[src/rtl/sync_fifo_pkg.sv]
// ============================================================================
// Module      : sync_fifo_pkg
// Description : Shared types and helpers for the programmable sync FIFO.
//               Parity storage controlled by SYNC_FIFO_PARITY_EN.
// Revision    : 1.0 - initial release
// ============================================================================
`default_nettype none

package sync_fifo_pkg;

    typedef enum logic {
        FIFO_STD  = 1'b0,
        FIFO_FWFT = 1'b1
    } fifo_mode_e;

`ifdef SYNC_FIFO_PARITY_EN
    localparam int PARITY_BITS = 1;
`else
    localparam int PARITY_BITS = 0;
`endif

    function automatic int fifo_depth(input int depth_len);
        return 1 << depth_len;
    endfunction

endpackage

`default_nettype wire

[src/rtl/sync_fifo_mem.sv]
// ============================================================================
// Module      : sync_fifo_mem
// Description : Register file, one synchronous write port, one async read port.
// Revision    : 1.0 - initial release
// ============================================================================
`default_nettype none

module sync_fifo_mem #(
    parameter int WIDTH     = 8,
    parameter int DEPTH_LEN = 4
) (
    input  logic                 i_clk,
    input  logic                 i_we,
    input  logic [DEPTH_LEN-1:0] i_waddr,
    input  logic [WIDTH-1:0]     i_wdata,
    input  logic [DEPTH_LEN-1:0] i_raddr,
    output logic [WIDTH-1:0]     o_rdata
);

    logic [WIDTH-1:0] r_mem [0:(1<<DEPTH_LEN)-1];

    always_ff @(posedge i_clk) begin
        if (i_we) begin
            r_mem[i_waddr] <= i_wdata;
        end
    end

    assign o_rdata = r_mem[i_raddr];

endmodule

`default_nettype wire

[src/rtl/sync_fifo_prog.sv]
// ============================================================================
// Module      : sync_fifo_prog
// Description : Single-clock FIFO with FWFT/registered read, programmable
//               almost flags, fill count and sticky errors.
//               Optional parity: define SYNC_FIFO_PARITY_EN.
// Revision    : 1.0 - initial release
// ============================================================================
`default_nettype none

module sync_fifo_prog
    import sync_fifo_pkg::*;
#(
    parameter int         WIDTH         = 8,
    parameter int         DEPTH_LEN     = 4,
    parameter int         AFULL_THRESH  = 14,
    parameter int         AEMPTY_THRESH = 2,
    parameter fifo_mode_e FWFT          = FIFO_FWFT
) (
    input  logic                 i_clk,
    input  logic                 i_rst_n,
    input  logic [WIDTH-1:0]     i_data,
    input  logic                 wr_en,
    input  logic                 rd_en,
    input  logic                 i_clr_err,
    output logic [WIDTH-1:0]     o_data,
    output logic                 o_valid,
    output logic                 o_full,
    output logic                 o_empty,
    output logic                 o_almost_full,
    output logic                 o_almost_empty,
    output logic [DEPTH_LEN:0]   o_fill,
    output logic                 o_overflow,
    output logic                 o_underflow
`ifdef SYNC_FIFO_PARITY_EN
    ,
    output logic                 o_parity_err
`endif
);

    localparam int c_DEPTH = fifo_depth(DEPTH_LEN);
    localparam int c_PW    = DEPTH_LEN + 1;
    localparam int c_MW    = WIDTH + PARITY_BITS;

    localparam logic [c_PW-1:0] c_FULL_VAL = c_PW'(c_DEPTH);
    localparam logic [c_PW-1:0] c_AFULL    = c_PW'(AFULL_THRESH);
    localparam logic [c_PW-1:0] c_AEMPTY   = c_PW'(AEMPTY_THRESH);

    if (AFULL_THRESH < 1 || AFULL_THRESH > c_DEPTH) begin : g_bad_afull
        $error("sync_fifo_prog: AFULL_THRESH out of range 1..depth");
    end
    if (AEMPTY_THRESH < 0 || AEMPTY_THRESH > c_DEPTH - 1) begin : g_bad_aempty
        $error("sync_fifo_prog: AEMPTY_THRESH out of range 0..depth-1");
    end

    logic [c_PW-1:0] r_wr_ptr;
    logic [c_PW-1:0] r_rd_ptr;
    logic [c_PW-1:0] w_fill;
    logic            w_wr_req;
    logic            w_rd_req;
    logic [c_MW-1:0] w_wr_word;
    logic [c_MW-1:0] w_rd_word;
    logic            r_overflow;
    logic            r_underflow;

    // Flags decode pointers only, so they never combinationally depend on requests.
    assign w_fill         = r_wr_ptr - r_rd_ptr;
    assign o_fill         = w_fill;
    assign o_full         = (w_fill == c_FULL_VAL);
    assign o_empty        = (w_fill == '0);
    assign o_almost_full  = (w_fill >= c_AFULL);
    assign o_almost_empty = (w_fill <= c_AEMPTY);

    assign w_wr_req = wr_en & ~o_full;
    assign w_rd_req = rd_en & ~o_empty;

`ifdef SYNC_FIFO_PARITY_EN
    assign w_wr_word = {^i_data, i_data};
`else
    assign w_wr_word = i_data;
`endif

    sync_fifo_mem #(
        .WIDTH     (c_MW),
        .DEPTH_LEN (DEPTH_LEN)
    ) u_mem (
        .i_clk   (i_clk),
        .i_we    (w_wr_req),
        .i_waddr (r_wr_ptr[DEPTH_LEN-1:0]),
        .i_wdata (w_wr_word),
        .i_raddr (r_rd_ptr[DEPTH_LEN-1:0]),
        .o_rdata (w_rd_word)
    );

    always_ff @(posedge i_clk or negedge i_rst_n) begin
        if (!i_rst_n) begin
            r_wr_ptr    <= '0;
            r_rd_ptr    <= '0;
            r_overflow  <= 1'b0;
            r_underflow <= 1'b0;
        end else begin
            if (w_wr_req) r_wr_ptr <= r_wr_ptr + 1'b1;
            if (w_rd_req) r_rd_ptr <= r_rd_ptr + 1'b1;
            // A new error in the clearing cycle takes priority.
            if (wr_en && o_full)  r_overflow  <= 1'b1;
            else if (i_clr_err)   r_overflow  <= 1'b0;
            if (rd_en && o_empty) r_underflow <= 1'b1;
            else if (i_clr_err)   r_underflow <= 1'b0;
        end
    end

    assign o_overflow  = r_overflow;
    assign o_underflow = r_underflow;

    if (FWFT == FIFO_FWFT) begin : g_fwft
        assign o_data  = w_rd_word[WIDTH-1:0];
        assign o_valid = ~o_empty;
    end else begin : g_std
        logic [WIDTH-1:0] r_data;
        logic             r_valid;

        always_ff @(posedge i_clk or negedge i_rst_n) begin
            if (!i_rst_n) begin
                r_data  <= '0;
                r_valid <= 1'b0;
            end else begin
                r_valid <= w_rd_req;
                if (w_rd_req) r_data <= w_rd_word[WIDTH-1:0];
            end
        end

        assign o_data  = r_data;
        assign o_valid = r_valid;
    end

`ifdef SYNC_FIFO_PARITY_EN
    logic r_parity_err;
    logic w_par_bad;

    // Even parity over data plus stored bit folds to zero for a clean word.
    assign w_par_bad = ^w_rd_word;

    always_ff @(posedge i_clk or negedge i_rst_n) begin
        if (!i_rst_n)                  r_parity_err <= 1'b0;
        else if (w_rd_req && w_par_bad) r_parity_err <= 1'b1;
        else if (i_clr_err)            r_parity_err <= 1'b0;
    end

    if (FWFT == FIFO_FWFT) begin : g_perr_fwft
        assign o_parity_err = r_parity_err | (~o_empty & w_par_bad);
    end else begin : g_perr_std
        assign o_parity_err = r_parity_err;
    end
`endif

endmodule

`default_nettype wire
[config.mk]
export PLATFORM = sky130hd
export DESIGN_NAME = sync_fifo_prog
export DESIGN_NICKNAME = d
export VERILOG_FILES = /design/src/rtl/sync_fifo_pkg.sv /design/src/rtl/sync_fifo_mem.sv /design/src/rtl/sync_fifo_prog.sv
export SDC_FILE = /design/constraint.sdc
export NUM_CORES = 1
export LEC_CHECK = 0
export ABC_CLOCK_PERIOD_IN_PS = 3200
export BUFFER_PORTS_ARGS = -buffer_cell sky130_fd_sc_hd__buf_2
export CAP_MARGIN = 20
export CORE_ASPECT_RATIO = 0.75
export CORE_MARGIN = 1
export CORE_UTILIZATION = 40
export CTS_BUF_LIST = sky130_fd_sc_hd__clkbuf_4 sky130_fd_sc_hd__clkbuf_8 sky130_fd_sc_hd__clkbuf_16
export DETAILED_ROUTE_END_ITERATION = 6
export PLACE_DENSITY = 0.67
export SYNTH_ARGS = -nofsm -noshare
export SYNTH_HDL_FRONTEND = slang
export SYNTH_SLANG_ARGS = --single-unit
export TNS_END_PERCENT = 100
[constraint.sdc]
create_clock -name i_clk -period 3.2 [get_ports i_clk]
set_clock_uncertainty 0.05 [all_clocks]
set_input_delay 0.64 -clock i_clk [delete_from_list [all_inputs] [get_ports i_clk]]
set_output_delay 0.64 -clock i_clk [all_outputs]
set_load 0.005 [all_outputs]
==> results of run 1 <==
[cells in the final DEF (no fill, tap or decap), types with 3 or more instances in the layout]
master and instances:
and2_1 4, dfrtp_1 10, nand2_1 34, xor2_1 5, a31oi_1 8, clkbuf_16 17, mux4_2 32, and3_1 20
xnor2_1 5, buf_4 26, edfxtp_1 128, clkinv_4 4, buf_2 31, inv_2 3, ha_1 8, a21oi_1 5
clkinv_2 5, inv_1 9
[registers in the layout, summed over array words and instances (netlist names)]
name         count
r_wr_ptr         5
o_overflow       1
o_underflow      1
r_rd_ptr         5
u_mem.r_mem    128
[what timing repair did]
action	in CTS	in global routing
endpoints found under the hold margin	0	0
pin swaps	1	5
buffers inserted	4	2
resized for setup	5	12
setup endpoints to repair	13	7
[critical path, cell delays in order, from the launching register on]
cell and delay [ns]:
dfrtp_1 0.39, inv_2 0.08, ha_4 0.13, inv_2 0.04, fa_2 0.43, a21o_1 0.19, a21oi_2 0.18, xor2_2 0.18
buf_4 0.17, and2_4 0.15, inv_1 0.03, buf_2 0.11
[cell type report]
class,instances,area [µm²],area share [%]
clock buffer,18,433,6.17
clock inverter,14,148,2.10
inverter,13,50.0,0.713
multi-input combinational,149,1610,22.9
sequential,140,4150,59.1
tap,195,244,3.48
timing repair buffer,60,387,5.51
[routing by layer]
metal  vias up  track usage, %  part of all wire [%]
met1      1644            26.0                    46
met2        90            26.6                    47
met4         0            4.97                  0.94
met3        17            5.50                   6.5
met5         -               0                     0
li1       1369               -                     -
[Yosys cell counts, drive strengths merged (6+ instances only)]
cell	n	share of area, %
nand2	34	2.2
a31oi	8	0.86
xor2	7	1.3
and3	20	2.2
inv	12	0.78
buf	7	0.65
edfxtp	128	66
dfrtp	12	5.2
a21oi	7	0.86
clkbuf	7	0.45
mux4	32	12
and2	6	0.65
ha	9	1.9
[cell families after synthesis]
logic type               synth area share, %
multiplexers                            13.1
adder cells (fa/ha/maj)                 2.29
AND/OR/NAND/NOR                         5.93
AO/OA/AOI/OAI                           3.28
flip-flops                              71.4
XOR/XNOR                                2.07
buffers and inverters                   1.94
[worst paths after layout]
kind                       slack, ns                 to  depth (start not counted)
max reg2reg                     0.19  u_mem.r_mem[2][2]                         14
min reg2reg                     0.44        r_rd_ptr[4]                          1
max in group asynchronous       2.78        r_rd_ptr[0]                          1
max                            0.006            o_valid                         11
min in group i_clk              0.44        r_rd_ptr[4]                          1
min                             0.06         o_overflow                          1
[power groups by stage]
stage / clock network [mW] / logic [mW] / registers [mW]
after global routing: 2.03 / 3.28 / 2.41
after detailed placement: 0 / 2.66 / 2.42
final: 1.91 / 3.01 / 2.39
after floorplan: 0 / 1.77 / 2.37
after global placement: 0 / 2.62 / 2.41
after CTS: 1.94 / 2.83 / 2.39
[stage by stage]
step	hold WS (ns)	instance area (µm²)	instances
CTS	0.0511	6940	588
floorplan	0.294	5810	316
global route	0.0635	7020	589
global placement	0.426	6320	552
detailed placement	0.431	6320	552
finish	0.0565	7020	589
==> impl_metrics.py, run 1 <==
metrics = {
    "die": {
        "die-area_mm2": 0.0150,
        "die_h_um": 106,
        "fp.dieW_um": 141,
        "fp-row-count": 37,
        "start_util_pct": 41.6,
        "pin_count": 33,
        "core_area_mm2": 0.0139,
    },
    "route": {
        "finalWirelength_um": 12400,
        "vias": 3120,
        "drtPass1Iterations": 4,
        "dr.first_iter.drc_count": 227,
        "avgViaCountPerCell": 5.30,
        "route.detailed.drc": 0,
        "wl_per_cell_um": 21.0,
        "ant_nets": 0,
    },
    "status": {
        "outcome": "complete, no violations",
    },
    "global_routing": {
        "grt_overflow": 0,
        "grt_max_degree": 36,
        "antenna_found_initial": 0,
        "grt_pass1_vias": 3149,
        "grt_usage_pct": 18.1,
        "grt_pass1_wl_um": 18900,
    },
    "clock_tree": {
        "cts.hold.buffers_added": 0,
        "clockRootBuffer": "clkbuf_16",
        "cts_tree": "built",
        "numCtsBuffers": 17,
        "cts.sinks": 140,
        "cts_htree_levels": 4,
        "cts_max_path_buffers": 2,
        "path_clk_slew_ns": 0.06,
        "clkLatencyLatePin_ns": 0.41,
    },
    "logic_synthesis": {
        "syn_area_per_cell_um2": 18.4,
        "ys.flop_type": "edfxtp_1",
        "syn_area_mm2": 0.00580,
        "yosys_warnings": 0,
        "synth_edf_count": 128,
        "yosysUniqueCellTypes": 37,
        "syn_inst": 316,
        "ys_seq_area_share_pct": 71.4,
        "syn_nets": 339,
        "async_flop_share_pct": 8.57,
        "ys_seq_elements": 140,
    },
    "layout": {
        "fillerInstances": 1122,
        "area_growth_pct": 20.9,
        "drive_gt1_share_pct": 37.3,
        "finalNetCount": 404,
        "diodes": 0,
        "finalCoreUtilization_pct": 50.3,
    },
    "power": {
        "total_power_mw": 7.32,
        "power.density_mw_per_mm2": 1040,
        "p_seq_share_pct": 32.7,
        "p_int_mw": 4.79,
        "combPwrFrac_pct": 41.2,
        "ir_drop_mv": 0.491,
        "p_leak_nw": 2.53,
        "switching_power_mw": 2.53,
        "p_clk_share_pct": 26.1,
        "swShare_pct": 34.5,
    },
    "sta": {
        "rsz0062_at_grt": "yes",
        "finalHoldViolCount": 0,
        "layout_min_cycle_time_ns": 3.19,
        "setup_viol": 0,
        "slew_headroom_pct": 70.9,
        "tightest_slew_ns": 0.437,
        "min_period_over_period_pct": 99.8,
        "setup_ws_ns": 0.00567,
        "setup-tns-final_ns": 0,
        "drv_slew": 0,
        "fmax_ghz": 0.313,
    },
    "worst_setup_path": {
        "criticalPathCategory": "register to primary output",
        "cp_max_fo": 5,
        "critPathRequiredTime_ns": 2.51,
        "cp-end-kind": "primary output",
        "critPathLaunchType": "register",
        "r2r-start": "r_wr_ptr[0]",
        "worstPathArrival_ns": 2.50,
        "cp-startpoint": "r_wr_ptr[0]",
    },
    "placed_design": {
        "gp_congestion": 0.787,
        "dpl.hpwl_um": 7670,
        "place_ws_ns": 0.139,
        "io_buffers": 32,
    },
    "worst_hold_path": {
        "worstHoldPathType": "primary input to asynchronous set/reset pin",
    },
    "job": {
        "maxCapViolCount": 0,
    },
}
(Power assumes the default switching activity.)
==> inputs of run 2 (changes only) <==
Settings changed: ABC_AREA set to 1, TNS_END_PERCENT 100 to not set.
==> impl_metrics.py, run 2 <==
metrics = {
    "power": {
        "p_clk_share_pct": 27.9,
        "p_int_mw": 4.42,
        "p_leak_nw": 2.52,
        "power.density_mw_per_mm2": 1020,
        "p_seq_share_pct": 32.9,
        "switching_power_mw": 2.72,
        "combPwrFrac_pct": 39.2,
        "ir_drop_mv": 0.610,
        "swShare_pct": 38.1,
    },
    "placed_design": {
        "dpl.hpwl_um": 8540,
        "place_ws_ns": 0.214,
        "placed_cells": 735,
        "gp_congestion": 0.815,
        "io_buffers": 32,
    },
    "die": {
        "die_h_um": 108,
        "start_util_pct": 41.3,
        "core_area_mm2": 0.0145,
        "fp-row-count": 38,
        "pin_count": 33,
        "die-area_mm2": 0.0155,
        "fp.dieW_um": 143,
    },
    "global_routing": {
        "grt_pass1_wl_um": 21200,
        "grt_overflow": 0,
        "grt_max_degree": 69,
        "grt_pass1_vias": 3918,
        "grt_usage_pct": 19.0,
        "antenna_found_initial": 0,
    },
    "layout": {
        "reg_top3": "u_mem.r_mem x128, r_rd_ptr x5, r_wr_ptr x5",
        "diodes": 0,
        "largest_reg_flops": 128,
        "finalNetCount": 578,
        "fillerInstances": 1300,
        "final_common_cell": "edfxtp_1",
        "layout_common_cells": "128 x edfxtp_1, 103 x nor2_1, 67 x o21ai_0",
        "area_growth_pct": 17.0,
        "stdcell_count": 768,
        "top_register": "u_mem.r_mem",
        "drive_gt1_share_pct": 16.4,
    },
    "sta": {
        "finalHoldViolCount": 0,
        "slew_headroom_pct": 48.2,
        "fmax_ghz": 0.328,
        "setup_viol": 0,
        "setup_ws_ns": 0.153,
        "layout_min_cycle_time_ns": 3.05,
        "setup-tns-final_ns": 0,
        "rsz0062_at_grt": "no",
        "tightest_slew_ns": 0.775,
        "drv_slew": 0,
        "min_period_over_period_pct": 95.2,
    },
    "logic_synthesis": {
        "netlist_top_cells_count": "128 x edfxtp_1, 103 x nor2_1, 67 x o21ai_0",
        "synth.largest_area_cell": "edfxtp_1",
        "syn_area_mm2": 0.00601,
        "synth_edf_count": 128,
        "yosys_warnings": 0,
        "yosysMostFrequentCell": "edfxtp_1",
        "async_flop_share_pct": 8.57,
        "syn_nets": 539,
        "ys_seq_area_share_pct": 69.0,
        "syn_area_per_cell_um2": 11.6,
        "synth_area_leaders": "edfxtp_1 64%, nor2_1 6.4%, o21ai_0 5.6%",
        "ys.flop_type": "edfxtp_1",
        "ys_seq_elements": 140,
        "yosysUniqueCellTypes": 29,
        "yosys.area.top_type_share_pct": 64.0,
        "syn_inst": 516,
    },
    "clock_tree": {
        "cts_htree_levels": 4,
        "clockRootBuffer": "clkbuf_16",
        "cts.sinks": 140,
        "path_clk_slew_ns": 0.06,
        "clkLatencyLatePin_ns": 0.42,
        "cts.hold.buffers_added": 0,
        "numCtsBuffers": 17,
        "cts_tree": "built",
        "cts_max_path_buffers": 2,
    },
    "worst_setup_path": {
        "cp-end-kind": "primary output",
        "reg2reg_depth": 11,
        "r2r_setup_slack_ns": 0.34,
        "worstPathArrival_ns": 2.36,
        "worstReg2RegEnd": "u_mem.r_mem[3][4]",
        "r2r-start": "r_wr_ptr[0]",
        "critPathRequiredTime_ns": 2.51,
        "critPathLaunchType": "register",
        "criticalPathCategory": "register to primary output",
        "cp_max_fo": 68,
    },
    "route": {
        "wl_per_cell_um": 17.9,
        "finalWirelength_um": 13700,
        "drtPass1Iterations": 5,
        "route.detailed.drc": 0,
        "ant_nets": 0,
        "dr.first_iter.drc_count": 345,
        "avgViaCountPerCell": 5.32,
        "vias": 4083,
    },
    "status": {
        "outcome": "complete, no violations",
    },
    "worst_hold_path": {
        "worstHoldPathType": "primary input to asynchronous set/reset pin",
    },
    "job": {
        "maxCapViolCount": 0,
    },
}
## run 2: timing repair
item                       CTS  global route
setup buffers                0             1
resized for setup            1             8
pin swaps                    0             1
setup endpoints to repair    8            11
## run 2: cells by family after synthesis
| logic type | after synthesis | synth area share, % |
|---|---|---|
| simple gates | 211 | 14.7 |
| flops | 140 | 69.0 |
| compound gates | 101 | 9.46 |
| buf+inv | 45 | 3.23 |
| fa+ha+maj | 10 | 2.21 |
| xor+xnor | 9 | 1.44 |
## run 2: worst max-delay path by stage
stage,from,endpoint,slack (ns),cells past startpoint
global placement,r_wr_ptr[0],u_mem.r_mem[13][4],0.32,11
CTS,r_wr_ptr[0],o_valid,0.03,11
global route,r_rd_ptr[0],o_data[0],0.02,8
detailed placement,r_wr_ptr[0],u_mem.r_mem[3][2],0.21,11
finish,r_rd_ptr[0],o_data[0],0.15,8
floorplan,r_rd_ptr[1],u_mem.r_mem[12][0],0.56,11
## run 2: routing by layer
| metal | GRT usage [%] | part of all wire, % | wire, µm |
|---|---|---|---|
| met5 | 0 | 0 | 0 |
| met4 | 7.14 | 1.5 | 208 |
| met3 | 3.81 | 8.7 | 1200 |
| met2 | 29.9 | 47 | 6400 |
| met1 | 26.2 | 43 | 5920 |
## run 2: power by group through the flow
stage	clock network (mW)	logic, mW	registers, mW
6_report	1.99	2.80	2.35
5_1_grt	2.09	3.09	2.37
4_1_cts	2.01	2.70	2.34
3_5_place_dp	0	2.67	2.38
3_3_place_gp	0	2.61	2.37
2_1_floorplan	0	1.78	2.35
## run 2: through the flow
stage,util (%),power (mW),hold WS (ns),area [µm²]
floorplan,-,4.13,0.294,6010
global placement,43.9,4.98,0.454,6390
detailed placement,43.9,5.05,0.466,6390
CTS,48.1,7.04,0.0505,7000
global route,48.3,7.55,0.0653,7030
finish,48.3,7.14,0.0509,7030
## run 2: final cells by class
class                      count  area (µm²)  area share, %
clock buffer                  18         433           6.16
clock inverter                14         170           2.42
inverter                      20        75.1           1.07
multi-input combinational    331        1680           23.9
sequential                   140        4150           59.0
tap                          200         250           3.56
timing repair buffer          45         270           3.85
## run 2: critical path, stage by stage, from the launching register on
cell and delay [ns]:
dfrtp_2 0.39, buf_12 0.28, inv_1 0.12, buf_4 0.25, o21ai_0 0.24, o211ai_1 0.13
nand3_1 0.18, nand3_1 0.16, buf_2 0.17
